### config.mk
export PLATFORM = sky130hd
export DESIGN_NAME = button_event_decoder
export DESIGN_NICKNAME = d
export VERILOG_FILES = /design/src/rtl/button_event_decoder.sv
export SDC_FILE = /design/constraint.sdc
export NUM_CORES = 1
export LEC_CHECK = 0
export ABC_CLOCK_PERIOD_IN_PS = 1660
export BUFFER_PORTS_ARGS = -buffer_cell sky130_fd_sc_hd__buf_2
export CELL_PAD_IN_SITES_DETAIL_PLACEMENT = 1
export CELL_PAD_IN_SITES_GLOBAL_PLACEMENT = 1
export CORE_AREA = 2 2 78 80
export DETAILED_ROUTE_END_ITERATION = 8
export DIE_AREA = 0 0 80 82
export GPL_TIMING_DRIVEN = 0
export HOLD_SLACK_MARGIN = 0.12
export PLACE_DENSITY_LB_ADDON = 0.05
export SETUP_SLACK_MARGIN = 0.2
export SLEW_MARGIN = 20
export SYNTH_ARGS = -nofsm -noshare
export SYNTH_HDL_FRONTEND = slang
export SYNTH_SLANG_ARGS = --single-unit
### constraint.sdc
create_clock -name clock -period 1.66 [get_ports clock]
set_input_delay 0.083 -clock clock [delete_from_list [all_inputs] [get_ports clock]]
set_output_delay 0.083 -clock clock [all_outputs]
set_load 0.02 [all_outputs]
### src/rtl/button_event_decoder.sv
// Classifies debounced button press sequences as SINGLE/DOUBLE/LONG and presents them through
// a one-entry valid/ready register. Define BTN_EVT_REPEAT_EN for auto-repeat while held after LONG.
module button_event_decoder #(
  parameter int unsigned LONG_TICKS    = 50_000_000,
  parameter int unsigned DBL_GAP_TICKS = 25_000_000,
  parameter int unsigned REPEAT_TICKS  = 10_000_000,
  parameter int unsigned CNT_W         = 27
) (
  input  logic       clock,
  input  logic       reset,
  input  logic       level_in,
  output logic       evt_valid,
  output logic [1:0] evt_code,
  input  logic       evt_ready,
  output logic       evt_dropped,
  output logic       busy
);

  typedef enum logic [2:0] {StArm, StIdle, StPress1, StGap, StHold} state_t;

  localparam logic [1:0] CodeRepeat = 2'b00;
  localparam logic [1:0] CodeSingle = 2'b01;
  localparam logic [1:0] CodeDouble = 2'b10;
  localparam logic [1:0] CodeLong   = 2'b11;

  localparam logic [CNT_W-1:0] LongLast = CNT_W'(LONG_TICKS - 1);
  localparam logic [CNT_W-1:0] GapLast  = CNT_W'(DBL_GAP_TICKS - 1);

  state_t           state_q, state_d;
  logic [CNT_W-1:0] cnt_q;
  logic             emit;
  logic [1:0]       emit_code;
  logic             cnt_clr;

`ifdef BTN_EVT_REPEAT_EN
  localparam logic [CNT_W-1:0] RepLast = CNT_W'(REPEAT_TICKS - 1);
  // Set only while in a HOLD that was entered via LONG.
  logic rep_q;
`else
  logic unused_repeat;
  assign unused_repeat = ^REPEAT_TICKS;
`endif

  always_comb begin
    state_d   = state_q;
    emit      = 1'b0;
    emit_code = CodeRepeat;
    cnt_clr   = 1'b0;
    unique case (state_q)
      StArm: begin
        if (!level_in) state_d = StIdle;
      end
      StIdle: begin
        if (level_in) state_d = StPress1;
      end
      StPress1: begin
        if (!level_in) begin
          state_d = StGap;
        end else if (cnt_q == LongLast) begin
          emit      = 1'b1;
          emit_code = CodeLong;
          state_d   = StHold;
        end
      end
      StGap: begin
        if (level_in) begin
          emit      = 1'b1;
          emit_code = CodeDouble;
          state_d   = StHold;
        end else if (cnt_q == GapLast) begin
          emit      = 1'b1;
          emit_code = CodeSingle;
          state_d   = StIdle;
        end
      end
      StHold: begin
        if (!level_in) begin
          state_d = StIdle;
`ifdef BTN_EVT_REPEAT_EN
        end else if (rep_q && (cnt_q == RepLast)) begin
          emit      = 1'b1;
          emit_code = CodeRepeat;
          cnt_clr   = 1'b1;
`endif
        end
      end
      default: state_d = StArm;
    endcase
  end

  always_ff @(posedge clock) begin
    if (reset) begin
      state_q     <= StArm;
      cnt_q       <= '0;
      evt_valid   <= 1'b0;
      evt_code    <= 2'b00;
      evt_dropped <= 1'b0;
      busy        <= 1'b0;
`ifdef BTN_EVT_REPEAT_EN
      rep_q       <= 1'b0;
`endif
    end else begin
      state_q <= state_d;
      if ((state_d != state_q) || cnt_clr) begin
        cnt_q <= '0;
      end else if (cnt_q != '1) begin
        cnt_q <= cnt_q + 1'b1;
      end
      busy <= (state_d == StPress1) || (state_d == StGap) || (state_d == StHold);
`ifdef BTN_EVT_REPEAT_EN
      if (state_d != state_q) rep_q <= (state_q == StPress1) && (state_d == StHold);
`endif
      // A full, unaccepted register keeps its event; the new one is dropped.
      evt_dropped <= 1'b0;
      if (emit) begin
        if (evt_valid && !evt_ready) begin
          evt_dropped <= 1'b1;
        end else begin
          evt_valid <= 1'b1;
          evt_code  <= emit_code;
        end
      end else if (evt_valid && evt_ready) begin
        evt_valid <= 1'b0;
      end
    end
  end

endmodule

## Word level (Yosys, flattened, before mapping)

Index checks and enable logic that the tools add are counted.
Widths: inputs -> output; s select.

- Bits in registers: 35
- Bits in latches: 0
- Memory bits (writable): 0
- Bits in read-only memories: 0
- Output and inout port bits: 5
- Memories: 0

- $add $sub $neg: 1
- Multipliers: 0
- Div/mod/pow operators: 0
- $lt $le $gt $ge: 0
- Equal/unequal tests: 12
- Shift-type cells: 0
- Mux-type cells: 21
- Bitwise operators: 2
- Reductions and logical operators: 12

Operator list:

| cell | count |
|---|---|
| $add 27x1->27 const B | 1 |
| $eq 27x25->1 const B | 1 |
| $eq 27x26->1 const B | 1 |
| $ne 27x27->1 const B | 1 |
| $mux 3 | 6 |
| $eq 3x2->1 const B | 4 |
| $pmux 3 s4 | 1 |
| $mux 1 | 9 |
| $eq 3x3->1 const B | 2 |
| $mux 2 | 3 |
| $reduce_or 2->1 | 3 |
| $pmux 2 s2 | 1 |
| $reduce_and 2->1 | 2 |
| $eq 3x1->1 const B | 1 |
| $logic_not 3->1 | 1 |
| $ne 3x3->1 | 1 |
| $logic_and 1x1->1 | 2 |
| $logic_or 1x1->1 | 2 |
| $ne 2x2->1 const B | 1 |
| $not 1->1 | 2 |
| $pmux 1 s2 | 1 |
| $reduce_bool 2->1 | 1 |
| $logic_not 1->1 | 1 |

## Longest topological paths before layout

Gate-level depths: netlist of run 1.

- Depth in word-level cells: 7
- Depth in mapped cells: 9

## Worst setup path after synthesis of run 1

No wires, ideal clock.

- Path kind: register to register
- From: reg cnt_q[0]
- To: reg evt_code[1]
- Setup time: 0.117 ns
- Arrival: 1.727 ns
- Data required time: 1.543 ns
- Slack: -0.184 ns
- Stages on the path, launching flop included: 8
- Buffers on the path: 1
- Clock period less this slack: 1.844 ns
- Path through: dfxtp_1 ha_1 and3_1 buf_4 nand3_2 or3_4 nand3b_1 a32o_1

- Cells in the longest elaborated chain, start to end: 5
- Elaborated cells on any way between the ends: 11
- Those cells by class: eq/ne (2); mux (8); reduce/logical (1)

Ends and longest elaborated chain:

| item | line | source |
|---|---|---|
| from (decl) | 30 | `logic [CNT_W-1:0] cnt_q;` |
| from (signal assigned) | 107 | `cnt_q <= cnt_q + 1'b1;` |
| $eq 27x25->1 or $eq 27x26->1 (tied branches) | 70, 59 |  |
| $mux 1, on equally long branches | 70, 59 |  |
| $mux 1, on equally long branches | 66, 57 |  |
| $pmux 1 s2 | 49 | `unique case (state_q)` |
| $reduce_and 2->1 (no line) | - |  |
| to (signal assigned) | 120 | `evt_code <= emit_code;` |
| to (decl) | 13 | `output logic [1:0] evt_code,` |

Several ways; a longest one is shown, not always the timed one.
A chain may end at the register's enable or synchronous reset.

## Final worst setup path of run 1

- From: reg cnt_q[1]
- To: reg cnt_q[5]

- Cells in the longest elaborated chain, start to end: 6
- Elaborated cells on any way between the ends: 11
- Those cells by class: add/sub (1); eq/ne (4); mux (5); reduce/logical (1)

Ends and longest elaborated chain:

| item | line | source |
|---|---|---|
| $eq 27x25->1 or $eq 27x26->1 (tied branches) | 70, 59 |  |
| $mux 3, on equally long branches | 70, 59 |  |
| $mux 3, on equally long branches | 66, 57 |  |
| $pmux 3 s4 | 49 |  |
| $ne 3x3->1 | 104 | `if ((state_d != state_q) \|\| cnt_clr) begin` |
| $reduce_or 2->1 (no line) | - |  |

Several ways; a longest one is shown, not always the timed one.

==> results.md, run 1 <==
- Failing checks: negative setup slack
- CTS Buffer Depth: 2
- Mean post-synth cell area: approximately 9 µm²
- Crit path launch type: flop
- Cell area after synthesis: a little over 2000 µm²
- Final min period: around 1.9 ns
- Pre-antenna DRT Iters: 4
- DR DRC count: 0
- Worst r2r dst: cnt_q[5]
- Relative slew slack: 68.5%
- Starting DRT DRC Count: 64
- Max Cap Violations: 0
- Power density cells: 616 nW/µm²
- Unrepaired setup endpoints after global routing: yes
- Hpwl dp: between 4000 and 5000 µm
- Largest net degree at the start of global routing: 11
- Critical path endpoint category: flop
- Max FO, Critical Path: 6
- Root Buffer: clkbuf_8
- Core Util, Final: between 40% and 50%
- Cts bufs inserted: 5
- EDFF count, synth: 0
- Via/cell ratio: about 5.4
- Die width: ~80 µm
- # rows: 28
- Drt total wl: around 6100 µm
- Commonest register cell after synthesis: dfxtp_1
- Outcome: finished with violations
- CP max stage delay: 0.36 ns
- Worst-margin pin slew: between 0.4 and 0.5 ns
- DR vias: roughly 1800
- H-Tree Level Count: 2
- Req. time, crit path: roughly 1.8 ns
- Synth area leaders: dfxtp_1, xnor2_1, nor2_1
- Grt ovf: 0
- Placed cell areas: 2230 µm²
- Crit Reg-Reg Startpoint: cnt_q[1]
- Antenna Violating Nets Remaining: 0
- Worst Reg-to-Reg Cells: 10
- Overall Global Routing Usage: about a fifth
- Crit path launch: cnt_q[1]
- Fmax: approximately 530 MHz
- DP Worst Slack: -0.431 ns
- CP Capture Point: cnt_q[5]
- Pwr Total: around 1.7 mW
- Final instance area: 2740 µm²
- Die Ht: around 82 µm
- Uppermost layer routed: met4
- WL met2: about 3300 µm
- Most numerous cell in the Yosys netlist: dfxtp_1
- Met3 WL post-DR: about 130 µm
- Layout area overhead: 35.2%
- Worst VDD drop: ~0.39 mV
- Clock Sinks: 35
- Nets@finish: 270
- Final setup violation count: 33
- Antenna Cells: 0
- P_leak: 0.997 nW
- Share of layout cells above drive strength 1: ~43%
- Initial Util: a little over a third
- Worst R2R Setup Slack: -0.24 ns
- Worst-skew pair later-pin latency: 0.29 ns
- Placeable Area: 5750 µm²
- Crit-path cells: ha_4, and3_4, buf_6, nand3_4, nor4_4, o22a_1, buf_6, buf_12, clkbuf_16, nor2_1
- IO buf count: 6
- Post-synthesis register bit count: 35
- Most common cell on crit path: buf_6
- Post-synth ARST share: 0%
- Routed met1 length: around 2600 µm
- Num ports: 9
- Final number of hold-violating endpoints: 0
- Syn. warnings: 0
- Clock Pin Slew Worst Setup and Hold Paths: about 0.070 ns
- Hold Path Class: primary input to flop
- Post-route setup slack: -0.239 ns
- Synth unique cells: 59
- Max Clock Skew: about 0.0073 ns
- Mapped Cells: 226
- Crit share post-route: 114%
- Crit-path slowest cell: dfxtp_4
- Vias in the first global route: 1951
- Fin. max-slew vios: 0
- Synth top cells by count: dfxtp_1, nor2_1, nand2_1, a21oi_1, xnor2_1
- Setup CP Type: flop to flop
- Syn Nets: between 200 and 250
- Share of the synthesized area in the top cell type: 34.5%
- Wire per inst: approximately 18 µm
- Post-synthesis sequential area ratio: 34.5%
- GP Congestion: 0.764
- Critical path data arrival time: roughly 2.1 ns
- Die area: 6560 µm²
- CTS tree: yes
- First-pass GRT wire length: around 10000 µm
- Cell type with the largest total area after synthesis: dfxtp_1
- Antenna violations before repair: 0
==> power breakdown <==
group | internal, mW | switching [mW]
Combinational | 0.0785 | 0.0731
Sequential | 0.836 | 0.00867
Clock | 0.379 | 0.315
==> per-layer routing <==
metal	GRT usage, %	vias to the layer above
li1	-	908
met1	22.5	912
met2	38.9	20
met3	3.63	8
met4	4.92	0
met5	0	-
==> cell type report <==
cell class              count  area (µm²)
fillers                   682        3000
multi-input cells         175        1400
flip-flops and latches     35         749
repair buffers             32         278
plain buffers              11         103
clock buffers               8         100
well taps                  75        93.8
inverters                   5        18.8
==> worst min path at each step <==
stage                     depth (start not counted)           to  slack [ns]  startpoint
final                                             3         busy        0.18    level_in
after global routing                              3         busy        0.19    level_in
after CTS                                         3         busy        0.15    level_in
after detailed placement                          3  evt_dropped        0.40   evt_ready
after global placement                            3  evt_dropped        0.38   evt_ready
after floorplan                                   2  evt_dropped        0.28   evt_ready
==> critical path: cells and delay by family (launching register included) <==
| family | cells | cell delay, ns |
|---|---|---|
| AOI/OAI and AO/OA | 1 | 0.16 |
| DFF | 1 | 0.36 |
| and+or+nand+nor | 4 | 0.62 |
| buffers and inverters | 4 | 0.49 |
| adders and majority gates | 1 | 0.14 |
==> logic make-up after synthesis <==
kind of cell               share of synthesized area (%)
DFF                                                 34.5
AOI/OAI and AO/OA                                   13.9
buffers and inverters                               4.50
adders and majority gates                          0.617
muxes                                              0.494
xor gates and xnor gates                            8.20
and+or+nand+nor                                     37.8
==> cells in the final DEF, fill, tap and decap left out, types with 3 or more instances in the layout <==
master	Yosys	final
buf_4	5	23
nor2_1	24	19
xnor2_1	14	14
dfxtp_1	35	14
nand2_1	15	13
a21oi_1	14	12
dfxtp_2	0	12
nand3_1	9	9
dfxtp_4	0	9
clkbuf_8	0	8
buf_2	1	7
nor2_2	2	7
nand4_1	6	6
inv_1	5	5
xor2_1	5	5
o21ai_0	5	5
clkbuf_1	4	4
and3_1	5	4
nor3_2	2	4
and4_1	5	4
nor4_4	2	4
nor2b_1	4	4
nand4_4	3	4
a211oi_2	0	4
nand2b_1	3	3
and2_1	3	3
nor3_1	5	3
o211ai_1	3	3
or3_1	3	3
==> stage by stage <==
stage	instances	hold slack [ns]	setup TNS (ns)
after floorplan	226	0.277	-0.183
after global placement	307	0.382	-8.63
after detailed placement	307	0.398	-10.69
after global routing	341	0.186	-9.56
after CTS	336	0.153	-4.77
final	341	0.184	-6.31
==> repair_timing <==
action | in CTS | in global routing
endpoints found under the hold margin | 1 | 0
gates resized for setup | 38 | 12
gates cloned | 2 | 1
buffers inserted | 18 | 4
hold buffers | 1 | 0
pin swaps | 14 | 9
endpoints found under the setup margin | 34 | 34
==> sequential cells by signal (all words and copies together) (netlist names) <==
register     cells
busy             1
state_q          3
cnt_q           27
evt_dropped      1
evt_code         2
evt_valid        1
Power figures use the tool's default switching activity.
==> run 2: changes to the inputs <==
- SKIP_CTS_REPAIR_TIMING: not set -> 1
==> run 2 against run 1 <==
The flow still finishes with violations (negative setup slack). Final area down 2.8%. Total power down 0.15%. Register-to-register slack worse by 0.02 ns. Count of clock-buffer cells in the layout unchanged. Via count down 1.3%. Non-clock buffer count down 8. Critical path type unchanged. Worst setup slack worse by 0.016 ns.
==> results.md, run 2 (synthesis results as in run 1) <==
- Grt ovf: 0
- Flip-flop count of the largest register after layout: 27
- Failing checks: negative setup slack
- Root Buffer: clkbuf_8
- Via/cell ratio: around 5.5
- Total placed cells including tap cells: roughly 300
- Layout area overhead: 31.4%
- Die width: 80 µm
- Commonest cells after routing, fill and taps aside: buf_4, dfxtp_1, dfxtp_2
- Clock Sinks: 35
- Commonest non-fill, non-tap cell in the layout: buf_4
- Pwr Total: approximately 1.7 mW
- Final setup violation count: 34
- Hold Path Class: primary input to flop
- IO buf count: 6
- Placeable Area: 5750 µm²
- P_sw: around 400 µW
- Relative slew slack: 66.9%
- Crit share post-route: 115%
- GP Congestion: approximately 0.76
- Antenna violations before repair: 0
- Final instance area: around 2700 µm²
- Fin. max-slew vios: 0
- CTS Buffer Depth: 2
- Vias in the first global route: between 1500 and 2000
- Combinational share of power: 7.7%
- Post-route insts no fill: 333
- Hpwl dp: 4110 µm
- Pre-antenna DRT Iters: 4
- Initial Util: roughly a third
- Antenna Cells: 0
- Worst Reg-to-Reg Cells: 5
- Setup CP Type: flop to flop
- Max Clock Skew: ~0.0016 ns
- Final number of hold-violating endpoints: 0
- Crit path launch type: flop
- Power density cells: 633 nW/µm²
- Sequential fraction of design power: roughly half
- Outcome: finished with violations
- # rows: 28
- Drt total wl: between 6000 and 7000 µm
- Clock Pin Slew Worst Setup and Hold Paths: about 0.070 ns
- Critical path data arrival time: ~2.1 ns
- Worst-margin pin slew: between 0.4 and 0.5 ns
- Antenna Violating Nets Remaining: 0
- Share of layout cells above drive strength 1: 40.7%
- Switching part of the total power: between 20% and 30%
- Final min period: 1.91 ns
- Worst VDD drop: between 0.4 and 0.5 mV
- Die area: 6560 µm²
- Regs by FF count: cnt_q (27), state_q (3), evt_code (2)
- Worst-skew pair later-pin latency: 0.29 ns
- First-pass GRT wire length: between 8000 and 9000 µm
- Fmax: between 500 and 600 MHz
- Critical path endpoint category: flop
- DR vias: 1824
- DR DRC count: 0
- Placed cell areas: ~2200 µm²
- Max FO, Critical Path: 8
- Internal power: ~1.3 mW
- Post-route setup slack: -0.255 ns
- CTS tree: yes
- Hold Path Stages: 3
- Fill cells: a little under 700
- Cts bufs inserted: 5
- Largest net degree at the start of global routing: 11
- H-Tree Level Count: 2
- Unrepaired setup endpoints after global routing: yes
- Req. time, crit path: 1.85 ns
- Die Ht: 82 µm
- Num ports: 9
- Wire per inst: roughly 18 µm
- Nets@finish: ~260
- Max Cap Violations: 0
- P_leak: roughly 0.95 nW
- Overall Global Routing Usage: ~18%
- Top reg by flops: cnt_q
- Hold slack: between 0.1 and 0.15 ns
- Starting DRT DRC Count: 58
- Clock power frac: approximately two fifths
-- run 2: cell count changes in the layout (fill, tap and decap cells not counted), moves of 3 or more --
cell	previous run	this run
dfxtp_4	9	3
nor2_1	19	14
nor2_4	0	8
nor2_2	7	4
dfxtp_1	14	17
dfxtp_2	12	15
buf_4	23	18
-- run 2: metrics by stage --
step / setup slack (ns) / util, % / TNS [ns]
2_1_floorplan: -0.0575 / - / -0.183
3_3_place_gp: -0.341 / 38.7 / -8.63
3_5_place_dp: -0.431 / 38.7 / -10.69
4_1_cts: -0.455 / 40.5 / -11.67
5_1_grt: -0.375 / 46.4 / -10.70
6_report: -0.255 / 46.4 / -6.37
-- run 2: metal layers --
metal | vias up | GRT usage, % | part of all wire [%]
met4 | 0 | 3.56 | 1.2
met2 | 22 | 33.5 | 54
li1 | 889 | - | -
met3 | 7 | 3.63 | 2.7
met5 | - | 0 | 0
met1 | 906 | 20.6 | 42
-- run 2: critical path, cell delays in order, from the launching register on --
cell and delay (ns):
dfxtp_2 0.38, nor4b_1 0.32, nand4_1 0.20, or3_4 0.44
nand3b_1 0.20, a32o_1 0.26
-- run 2: final timing paths --
check	slack [ns]	end	startpoint
setup / recovery	-0.25	evt_code[1]	cnt_q[24]
setup reg to reg	-0.25	evt_code[1]	cnt_q[24]
hold / removal	0.10	evt_dropped	evt_ready
hold reg to reg	0.51	evt_code[0]	evt_code[0]
-- run 2: layout make-up --
cell class,instances,area [µm²],share of cell area (%)
buffer,11,100,3.76
tap,75,93.8,3.52
sequential,35,731,27.4
timing repair buffer,24,186,7.00
multi-input combinational,175,1440,53.8
inverter,5,18.8,0.704
clock buffer,8,100,3.76
-- run 2: power by group through the flow --
stage               combinational [mW]  sequential, mW  clock [mW]
detailed placement              0.0881           0.879           0
global placement                0.0833           0.877           0
CTS                             0.0883           0.859       0.729
global route                     0.142           0.856       0.768
finish                           0.131           0.855       0.702
floorplan                       0.0600           0.880           0
==> run 3: changes to the inputs <==
- RECOVER_POWER: not set -> 50
==> run 3 against run 2 <==
Final cell count unchanged. Die area did not move. Non-clock buffer count unchanged. Utilization down 0.065 points. Sequential share of layout area about the same. Total power about the same. Critical path depth stayed put. Largest power group unchanged. Maximum frequency stayed put. Hold slack hardly changed. The flow still finishes with violations (negative setup slack). First-iteration DRC count increased by 1.7%. Largest cell class unchanged. Global-route usage unchanged.
==> results.md, run 3 (synthesis results as in run 1) <==
- P_leak: 0.936 nW
- Req. time, crit path: 1.85 ns
- Fmax: 522 MHz
- Crit-path slowest cell: or3_4
- Commonest cells after routing, fill and taps aside: buf_4, dfxtp_1, dfxtp_2
- # rows: 28
- Internal power: between 1 and 1.5 mW
- Final instance area: approximately 2700 µm²
- CTS tree: yes
- Power density cells: about 630 nW/µm²
- Cts bufs inserted: 5
- Top reg by flops: cnt_q
- CTS Buffer Depth: 2
- Wire per inst: 18.3 µm
- Clock power frac: 41.6%
- Placeable Area: about 5700 µm²
- DR vias: 1827
- Nets@finish: 262
- Critical path data arrival time: roughly 2.1 ns
- Overall Global Routing Usage: 17.7%
- Max FO, Critical Path: 8
- Multi-input gate area: between 1000 and 1500 µm²
- Relative slew slack: between 60% and 70%
- Largest net degree at the start of global routing: 11
- Drt total wl: 6080 µm
- IO buf count: 6
- Vias in the first global route: 1748
- Fin. max-slew vios: 0
- Post-route insts no fill: roughly 330
- Pre-antenna DRT Iters: 4
- Total placed cells including tap cells: slightly above 300
- Combinational share of power: between 7 and 8%
- Hpwl dp: 4110 µm
- Clock Sinks: 35
- Final number of hold-violating endpoints: 0
- Via/cell ratio: 5.49
- Final min period: 1.91 ns
- Crit path launch type: flop
- Clock Pin Slew Worst Setup and Hold Paths: ~0.070 ns
- Root Buffer: clkbuf_8
- Outcome: finished with violations
- Die Ht: approximately 82 µm
- GP Congestion: approximately 0.76
- Max Cap Violations: 0
- Regs by FF count: cnt_q (27), state_q (3), evt_code (2)
- Setup CP Type: flop to flop
- Grt ovf: 0
- Antenna violations before repair: 0
- Share of layout cells above drive strength 1: between 30% and 40%
- H-Tree Level Count: 2
- Unrepaired setup endpoints after global routing: yes
- Placed cell areas: ~2200 µm²
- Initial Util: about a third
- Die area: about 6600 µm²
- Hold Path Class: primary input to flop
- Critical path endpoint category: flop
- Failing checks: negative setup slack
- Num ports: 9
- Starting DRT DRC Count: 59
- Crit share post-route: 115%
- Crit-path cells: nor4b_1, nand4_1, or3_4, nand3b_1, a32o_1
- Antenna Violating Nets Remaining: 0
- Die width: around 80 µm
- Worst VDD drop: approximately 0.41 mV
- Register area: between 700 and 800 µm²
- P_sw: about 400 µW
- Final setup violation count: 34
- Worst-margin pin slew: about 0.50 ns
- Layout area overhead: 31.2%
- First-pass GRT wire length: just under 9000 µm
- Antenna Cells: 0
- CP max stage delay: around 0.44 ns
- Post-route setup slack: -0.255 ns
- Fill cells: 687
- Sequential fraction of design power: approximately 51%
- Pwr Total: 1.69 mW
- Commonest non-fill, non-tap cell in the layout: buf_4
- Switching part of the total power: about a quarter
- Flip-flop count of the largest register after layout: 27
- Core Util, Final: 46.3%
- DR DRC count: 0
- Worst-skew pair later-pin latency: a little under 0.3 ns
- Max Clock Skew: between 0.0015 and 0.002 ns
[run 3: per-stage QoR]
stage / hold slack [ns] / worst slack, ns / setup TNS (ns)
2_1_floorplan: 0.277 / -0.0575 / -0.183
3_3_place_gp: 0.382 / -0.341 / -8.63
3_5_place_dp: 0.398 / -0.431 / -10.69
4_1_cts: 0.0856 / -0.455 / -11.67
5_1_grt: 0.121 / -0.375 / -10.70
6_report: 0.104 / -0.255 / -6.38
[run 3: metal layers]
layer	vias up	track usage, %	wire, µm	share of wire, %
met1	909	20.6	2540	42
met2	22	33.5	3300	54
met3	7	3.63	166	2.7
li1	889	-	-	-
met5	-	0	0	0
met4	0	3.56	73	1.2
[run 3: worst max-delay path, delay by kind of cell, from the launching register on]
kind               cells  cell delay (ns)
and+or+nand+nor        4             1.16
DFF                    1             0.38
AOI/OAI and AO/OA      1             0.26
[run 3: area by class of cell]
cell class | instances | area share [%]
multi-input cells | 175 | 53.9
flip-flops and latches | 35 | 27.5
repair buffers | 24 | 6.86
clock buffers | 8 | 3.76
plain buffers | 11 | 3.76
well taps | 75 | 3.53
inverters | 5 | 0.705
[run 3: power by group through the flow]
stage / logic, mW / registers, mW / clock network [mW]
2_1_floorplan: 0.0600 / 0.880 / 0
3_3_place_gp: 0.0833 / 0.877 / 0
3_5_place_dp: 0.0881 / 0.879 / 0
4_1_cts: 0.0883 / 0.859 / 0.729
5_1_grt: 0.142 / 0.857 / 0.768
6_report: 0.130 / 0.855 / 0.701
[run 3: final timing paths]
path | startpoint | endpoint | slack (ns) | cells after the start
hold reg to reg | evt_code[0] | evt_code[0] | 0.51 | 2
hold / removal | evt_ready | evt_dropped | 0.10 | 3
setup reg to reg | cnt_q[24] | evt_code[1] | -0.25 | 5
setup / recovery | cnt_q[24] | evt_code[1] | -0.25 | 5
